**config.mk**
```make
export PLATFORM = sky130hd
export DESIGN_NAME = pwm_fade_sequencer
export DESIGN_NICKNAME = d
export VERILOG_FILES = /design/src/rtl/pwm_fade_sequencer.sv
export SDC_FILE = /design/constraint.sdc
export NUM_CORES = 1
export LEC_CHECK = 0
export CAP_MARGIN = 25
export CORE_MARGIN = 2
export CORE_UTILIZATION = 35
export CTS_BUF_LIST = sky130_fd_sc_hd__clkbuf_16
export DETAILED_ROUTE_END_ITERATION = 12
export PLACE_DENSITY = 0.62
export SYNTH_ARGS = -nofsm -noshare
export SYNTH_HDL_FRONTEND = slang
export SYNTH_SLANG_ARGS = --single-unit
export TNS_END_PERCENT = 20
```
**constraint.sdc**
```tcl
create_clock -name clk -period 7.1 [get_ports clk]
set_clock_uncertainty 0.05 [all_clocks]
set_input_delay 1.065 -clock clk [delete_from_list [all_inputs] [get_ports clk]]
set_output_delay 1.065 -clock clk [all_outputs]
set_load 0.01 [all_outputs]
```
**src/rtl/pwm_fade_sequencer.sv**
```systemverilog
// pwm_fade_sequencer
//   Generates a triangular "breathing" duty profile for a 100-step PWM block.
//   The profile ramps up, holds high, ramps down, and holds low. It can run
//   once or loop until stopped. The configuration is captured when start is
//   accepted in IDLE.
//
// Ports:
//   clk          system clock
//   sys_rst_n    asynchronous, active-low reset
//   start        one-cycle request to begin a profile (IDLE only)
//   stop         abort to IDLE; has priority over start
//   continuous   1: loop until stop, 0: single profile then done
//   duty_min     low duty limit (clamped to 1..100)
//   duty_max     high duty limit (clamped to 1..100)
//   step_period  clk cycles per duty step (0 acts as 1)
//   hold_steps   step ticks spent in each hold phase (0 acts as 1)
//   duty_cycle   registered duty for the PWM block (0 while IDLE)
//   busy         high in any state except IDLE
//   done         one-cycle pulse when a single profile completes
//   phase        state code: IDLE=0 RAMP_UP=1 HOLD_HIGH=2 RAMP_DOWN=3 HOLD_LOW=4
module pwm_fade_sequencer #(
  parameter int STEP_W = 16,
  parameter int HOLD_W = 8
) (
  input  logic              clk,
  input  logic              sys_rst_n,
  input  logic              start,
  input  logic              stop,
  input  logic              continuous,
  input  logic [6:0]        duty_min,
  input  logic [6:0]        duty_max,
  input  logic [STEP_W-1:0] step_period,
  input  logic [HOLD_W-1:0] hold_steps,
  output logic [6:0]        duty_cycle,
  output logic              busy,
  output logic              done,
  output logic [2:0]        phase
);

  typedef enum logic [2:0] {
    IDLE      = 3'd0,
    RAMP_UP   = 3'd1,
    HOLD_HIGH = 3'd2,
    RAMP_DOWN = 3'd3,
    HOLD_LOW  = 3'd4
  } state_t;

  state_t            state_reg;
  logic [6:0]        duty_reg;
  logic              busy_reg;
  logic              done_reg;
  logic [STEP_W-1:0] timer_reg;
  logic [HOLD_W-1:0] hold_cnt_reg;
  logic [6:0]        min_eff_reg;
  logic [6:0]        max_eff_reg;
  logic [STEP_W-1:0] step_eff_reg;
  logic [HOLD_W-1:0] hold_eff_reg;
  logic              cont_reg;

  // Values captured on an accepted start.
  logic [6:0]        min_clamp;
  logic [6:0]        max_clamp;
  logic [6:0]        min_cap;
  logic [STEP_W-1:0] step_cap;
  logic [HOLD_W-1:0] hold_cap;

  always_comb begin
    min_clamp = duty_min;
    if (duty_min < 7'd1)   min_clamp = 7'd1;
    if (duty_min > 7'd100) min_clamp = 7'd100;
    max_clamp = duty_max;
    if (duty_max < 7'd1)   max_clamp = 7'd1;
    if (duty_max > 7'd100) max_clamp = 7'd100;
    // Inverted limits collapse to a flat profile at the high limit.
    min_cap  = (min_clamp > max_clamp) ? max_clamp : min_clamp;
    step_cap = (step_period == '0) ? STEP_W'(1) : step_period;
    hold_cap = (hold_steps == '0) ? HOLD_W'(1) : hold_steps;
  end

  logic       tick;
  logic       hold_last;
  logic [6:0] duty_inc;
  logic [6:0] duty_dec;

  assign tick      = (timer_reg == step_eff_reg - STEP_W'(1));
  assign hold_last = (hold_cnt_reg == hold_eff_reg - HOLD_W'(1));
  assign duty_inc  = duty_reg + 7'd1;
  assign duty_dec  = duty_reg - 7'd1;

  always_ff @(posedge clk or negedge sys_rst_n) begin
    if (!sys_rst_n) begin
      state_reg    <= IDLE;
      duty_reg     <= 7'd0;
      busy_reg     <= 1'b0;
      done_reg     <= 1'b0;
      timer_reg    <= '0;
      hold_cnt_reg <= '0;
      min_eff_reg  <= 7'd1;
      max_eff_reg  <= 7'd1;
      step_eff_reg <= STEP_W'(1);
      hold_eff_reg <= HOLD_W'(1);
      cont_reg     <= 1'b0;
    end else begin
      done_reg <= 1'b0;
      if (state_reg == IDLE) begin
        if (start && !stop) begin
          min_eff_reg  <= min_cap;
          max_eff_reg  <= max_clamp;
          step_eff_reg <= step_cap;
          hold_eff_reg <= hold_cap;
          cont_reg     <= continuous;
          state_reg    <= RAMP_UP;
          duty_reg     <= min_cap;
          busy_reg     <= 1'b1;
          timer_reg    <= '0;
          hold_cnt_reg <= '0;
        end
      end else if (stop) begin
        state_reg    <= IDLE;
        duty_reg     <= 7'd0;
        busy_reg     <= 1'b0;
        timer_reg    <= '0;
        hold_cnt_reg <= '0;
      end else begin
        // Transitions only happen on a tick, where the timer wraps to 0
        // anyway, so every state starts with a full step interval.
        timer_reg <= tick ? '0 : timer_reg + STEP_W'(1);
        if (tick) begin
          case (state_reg)
            RAMP_UP: begin
              if (duty_reg < max_eff_reg) duty_reg <= duty_inc;
              if (duty_reg >= max_eff_reg || duty_inc == max_eff_reg) begin
                state_reg    <= HOLD_HIGH;
                hold_cnt_reg <= '0;
              end
            end
            HOLD_HIGH: begin
              if (hold_last) begin
                state_reg    <= RAMP_DOWN;
                hold_cnt_reg <= '0;
              end else begin
                hold_cnt_reg <= hold_cnt_reg + HOLD_W'(1);
              end
            end
            RAMP_DOWN: begin
              if (duty_reg > min_eff_reg) duty_reg <= duty_dec;
              if (duty_reg <= min_eff_reg || duty_dec == min_eff_reg) begin
                state_reg    <= HOLD_LOW;
                hold_cnt_reg <= '0;
              end
            end
            HOLD_LOW: begin
              if (hold_last) begin
                hold_cnt_reg <= '0;
                if (cont_reg) begin
                  state_reg <= RAMP_UP;
                end else begin
                  state_reg <= IDLE;
                  duty_reg  <= 7'd0;
                  busy_reg  <= 1'b0;
                  done_reg  <= 1'b1;
                end
              end else begin
                hold_cnt_reg <= hold_cnt_reg + HOLD_W'(1);
              end
            end
            default: begin
              state_reg <= IDLE;
              duty_reg  <= 7'd0;
              busy_reg  <= 1'b0;
            end
          endcase
        end
      end
    end
  end

  assign duty_cycle = duty_reg;
  assign busy       = busy_reg;
  assign done       = done_reg;
  assign phase      = state_reg;

endmodule

```
==> metrics.md <==
| Metric | Value |
|---|---|
| Die outline height | 131 um |
| GRT Total Usage | between 15 and 20% |
| Leak pwr | 2.76 nW |
| FMAX | approximately 260 MHz |
| Final Cycle Share | 54.3% |
| Total Die Area | 17100 um^2 |
| H-tree depth | 3 |
| Routed via count | ~4900 |
| Post-synthesis cell area | roughly 5600 um^2 |
| CP arrival | roughly 4 ns |
| CTS Hold Bufs | 0 |
| Crit. End Element | flop |
| Endpoints failing setup | 0 |
| Fin. max-slew vios | 0 |
| Xor/xnor share of the synthesized area | roughly 7.3% |
| DRT antenna net count | 0 |
| Max Fanout on Critical Path | 6 |
| Clock transition at path regs | roughly 0.060 ns |
| Layout cells sized above 1 | around a tenth |
| Sink Count | between 70 and 80 |
| Count of port buffers added during placement | 54 |
| Max-Cap Viols | 0 |
| Worst Setup Start Kind | input pin |
| Register-to-Register Setup Slack | approximately 3.6 ns |
| Synth Area in Adders | around 6.0% |
| Warning count from the yosys run | 0 |
| Slew at the pin closest to its max-slew limit | about 0.65 ns |
| Die W | approximately 130 um |
| #FFs+latches synth | 75 |
| Mux cell area share after synthesis | around 8.3% |
| Antenna Cells | 0 |
| Hold/Removal Path Class | flop to flop |
| Worst path slowest cell | clkdlybuf4s50_1 |
| Routed WL per cell | ~15 um |
| Post-synthesis simple-gate area fraction | roughly 22% |
| Initial DRC count | 326 |
| Antenna violations before repair | 0 |
| Post-synth EDFFs | 0 |
| R2R cell count | 10 |
| Tmin final | between 3 and 4 ns |
| CP Class | input pin to flop |
| DRT Wirelength | 13700 um |
| Data required, critical path | 7.28 ns |
| Final routed DRC violation total | 0 |
| P per Cell Area | 259 nW/um^2 |
| # IOs | 55 |
| Rel. slew slack | a little under three fifths |
| Worst hold path startpoint | min_eff_reg[0] |
| CP top delay family | compound AO/OA/AOI/OAI gates |
| Critical Path Start | duty_max[5] |
| Row count | 46 |
| Global-route wire length before repair | between 20000 and 25000 um |
| Final nets | roughly 740 |
| Library cells used by synthesis | 70 |
| Gr ovfl total | 0 |
| Core ar. | 15800 um^2 |
| Net Count, Synth | between 700 and 800 |
| Fraction of registers with async set or reset after synthesis | 100% |
| Vias in the first global route | 4809 |
| Sum Neg Setup Slack | 0 ns |
| Layout Area Growth over Synthesis | 18.0% |
| Critical path buffers and inverters | 1 |
| Drt pass-1 iters | 5 |
| CP Cell Sequence | clkdlybuf4s50_1 > nand2_1 > o21ai_0 > ha_1 > nor2b_1 > o21ai_0 > a21oi_1 > or3_1 > o21ai_1 > o21a_1 > o22ai_1 > mux2_4 |
| Dpl hpwl | around 10000 um |
| Worst vdd ir | approximately 0.12 mV |
| CTS tree | yes |
| Routability cong. | roughly 0.93 |
| Main synth FF type | dfrtp_1 |
| Clk root buf | clkbuf_16 |
| Largest family of logic cells by synthesized area | simple AND/OR/NAND/NOR gates |
| Max stage delay on crit path | about 0.53 ns |
| WP depth | 12 |
| Worst setup path endpoint | duty_cycle[1] |
| Worst reg2reg startpoint | step_eff_reg[1] |
| Largest net degree at the start of global routing | 76 |
| Starting Density | 35.7% |
| Post-synthesis compound-gate area fraction | a little under a fifth |
| Seq/Total Area, Yosys | between 30% and 40% |
| Unrepaired setup endpoints after global routing | false |
| CTS max path bufs | 2 |
| Placed insts | about 870 |
| Mapped Cells | 632 |
| Postcts setup bufs | 0 |
| Status | finished clean |
| Clock Latency Late Sink | ~0.35 ns |
| Num CTS Buffers | 9 |
| Via/cell ratio | 5.55 |
| Worst reg2reg path endpoint | duty_cycle[0] |
| Post-CTS Resized | 0 |
| Non-Filler Instances | 890 |
| Mean Syn Cell Area | just under 9 um^2 |
| Worst hold margin | around 0.43 ns |
| Hold Vio Cnt, Final | 0 |
| Top cell by count, worst path | o21ai_0 |
==> per-layer routing <==
metal  GRT usage, %  up-vias  share of wire [%]
met3           3.22       24                3.7
met1           22.6     2423                 46
met5              0        -                  0
li1               -     2395                  -
met4           6.26        0                2.1
met2           28.2       98                 48
==> through the flow <==
step           util (%)  setup WS, ns  instance area (um^2)  total power, mW
2_1_floorplan         -          3.70                  5630             1.08
3_3_place_gp       40.0          3.00                  6300             1.26
3_5_place_dp       40.0          2.91                  6300             1.29
4_1_cts            41.7          3.26                  6580             1.73
5_1_grt            42.1          2.99                  6640             1.85
6_report           42.1          3.24                  6640             1.72
==> cell type report <==
class | instances | area [um^2]
Fill cell | 1541 | 9130
Multi-Input combinational cell | 494 | 3480
Sequential cell | 75 | 1880
Timing Repair Buffer | 58 | 606
Tap cell | 216 | 270
Clock buffer | 9 | 225
Inverter | 31 | 116
Clock inverter | 7 | 53.8
==> cells by family (layout without fill, tap and decap cells) <==
family,after synthesis,in the layout
xor+xnor,47,47
flops,75,75
buf+inv,63,105
fa+ha+maj,27,27
mux,42,42
simple gates,222,222
compound gates,156,156
==> tightest hold or removal path, delay by kind of cell (launching register included) <==
kind	cells	cell delay, ns
DFF	1	0.37
AOI/OAI and AO/OA	1	0.06
and+or+nand+nor	1	0.04
==> cells in the final DEF (no fill, tap or decap), drive strengths merged, types with 5 or more instances in the layout <==
| master | count |
|---|---|
| nor2 | 39 |
| o21ai | 56 |
| a21o | 8 |
| clkbuf | 9 |
| buf | 5 |
| ha | 27 |
| nor4 | 15 |
| nor2b | 15 |
| and3 | 17 |
| nand3 | 11 |
| o31ai | 9 |
| a22o | 5 |
| or2 | 5 |
| nand2b | 5 |
| nand4 | 8 |
| clkdlybuf4s50 | 53 |
| nand2 | 42 |
| o21a | 14 |
| nand3b | 6 |
| mux2i | 13 |
| inv | 34 |
| mux2 | 29 |
| nor3 | 22 |
| a21oi | 22 |
| or3 | 10 |
| xnor2 | 34 |
| a211oi | 5 |
| dfrtp | 71 |
| xor2 | 13 |
| a31oi | 6 |
| or4 | 8 |
==> worst min-delay path by stage <==
stage          cells after the start             end  slack [ns]
2_1_floorplan                      2  min_eff_reg[0]        0.41
3_3_place_gp                       2  min_eff_reg[0]        0.44
3_5_place_dp                       2  min_eff_reg[0]        0.43
4_1_cts                            2  min_eff_reg[0]        0.44
5_1_grt                            2  min_eff_reg[0]        0.47
6_report                           2  min_eff_reg[0]        0.43
==> synthesized netlist by cell type, drive strengths merged, types with 9 or more instances <==
cell / count / share of area (%)
dfrtp: 71 / 32
o21ai: 56 / 5.0
nand2: 42 / 2.8
nor2: 39 / 2.6
xnor2: 34 / 5.3
inv: 31 / 2.1
mux2: 29 / 5.9
ha: 27 / 6.0
clkbuf: 26 / 1.7
a21oi: 22 / 2.0
nor3: 22 / 2.0
and3: 17 / 1.9
nor2b: 15 / 1.7
nor4: 15 / 2.0
o21a: 14 / 1.9
mux2i: 13 / 2.3
xor2: 13 / 2.0
nand3: 11 / 0.98
or3: 10 / 1.1
o31ai: 9 / 1.3
==> where the power goes <==
part	internal (mW)	switching (mW)	leakage [nW]	total, mW
Combinational	0.325	0.313	1.66	0.638
Sequential	0.498	0.145	0.952	0.644
Clock	0.265	0.174	0.148	0.439
Total	1.09	0.632	2.76	1.72
Power figures use the tool's default switching activity.
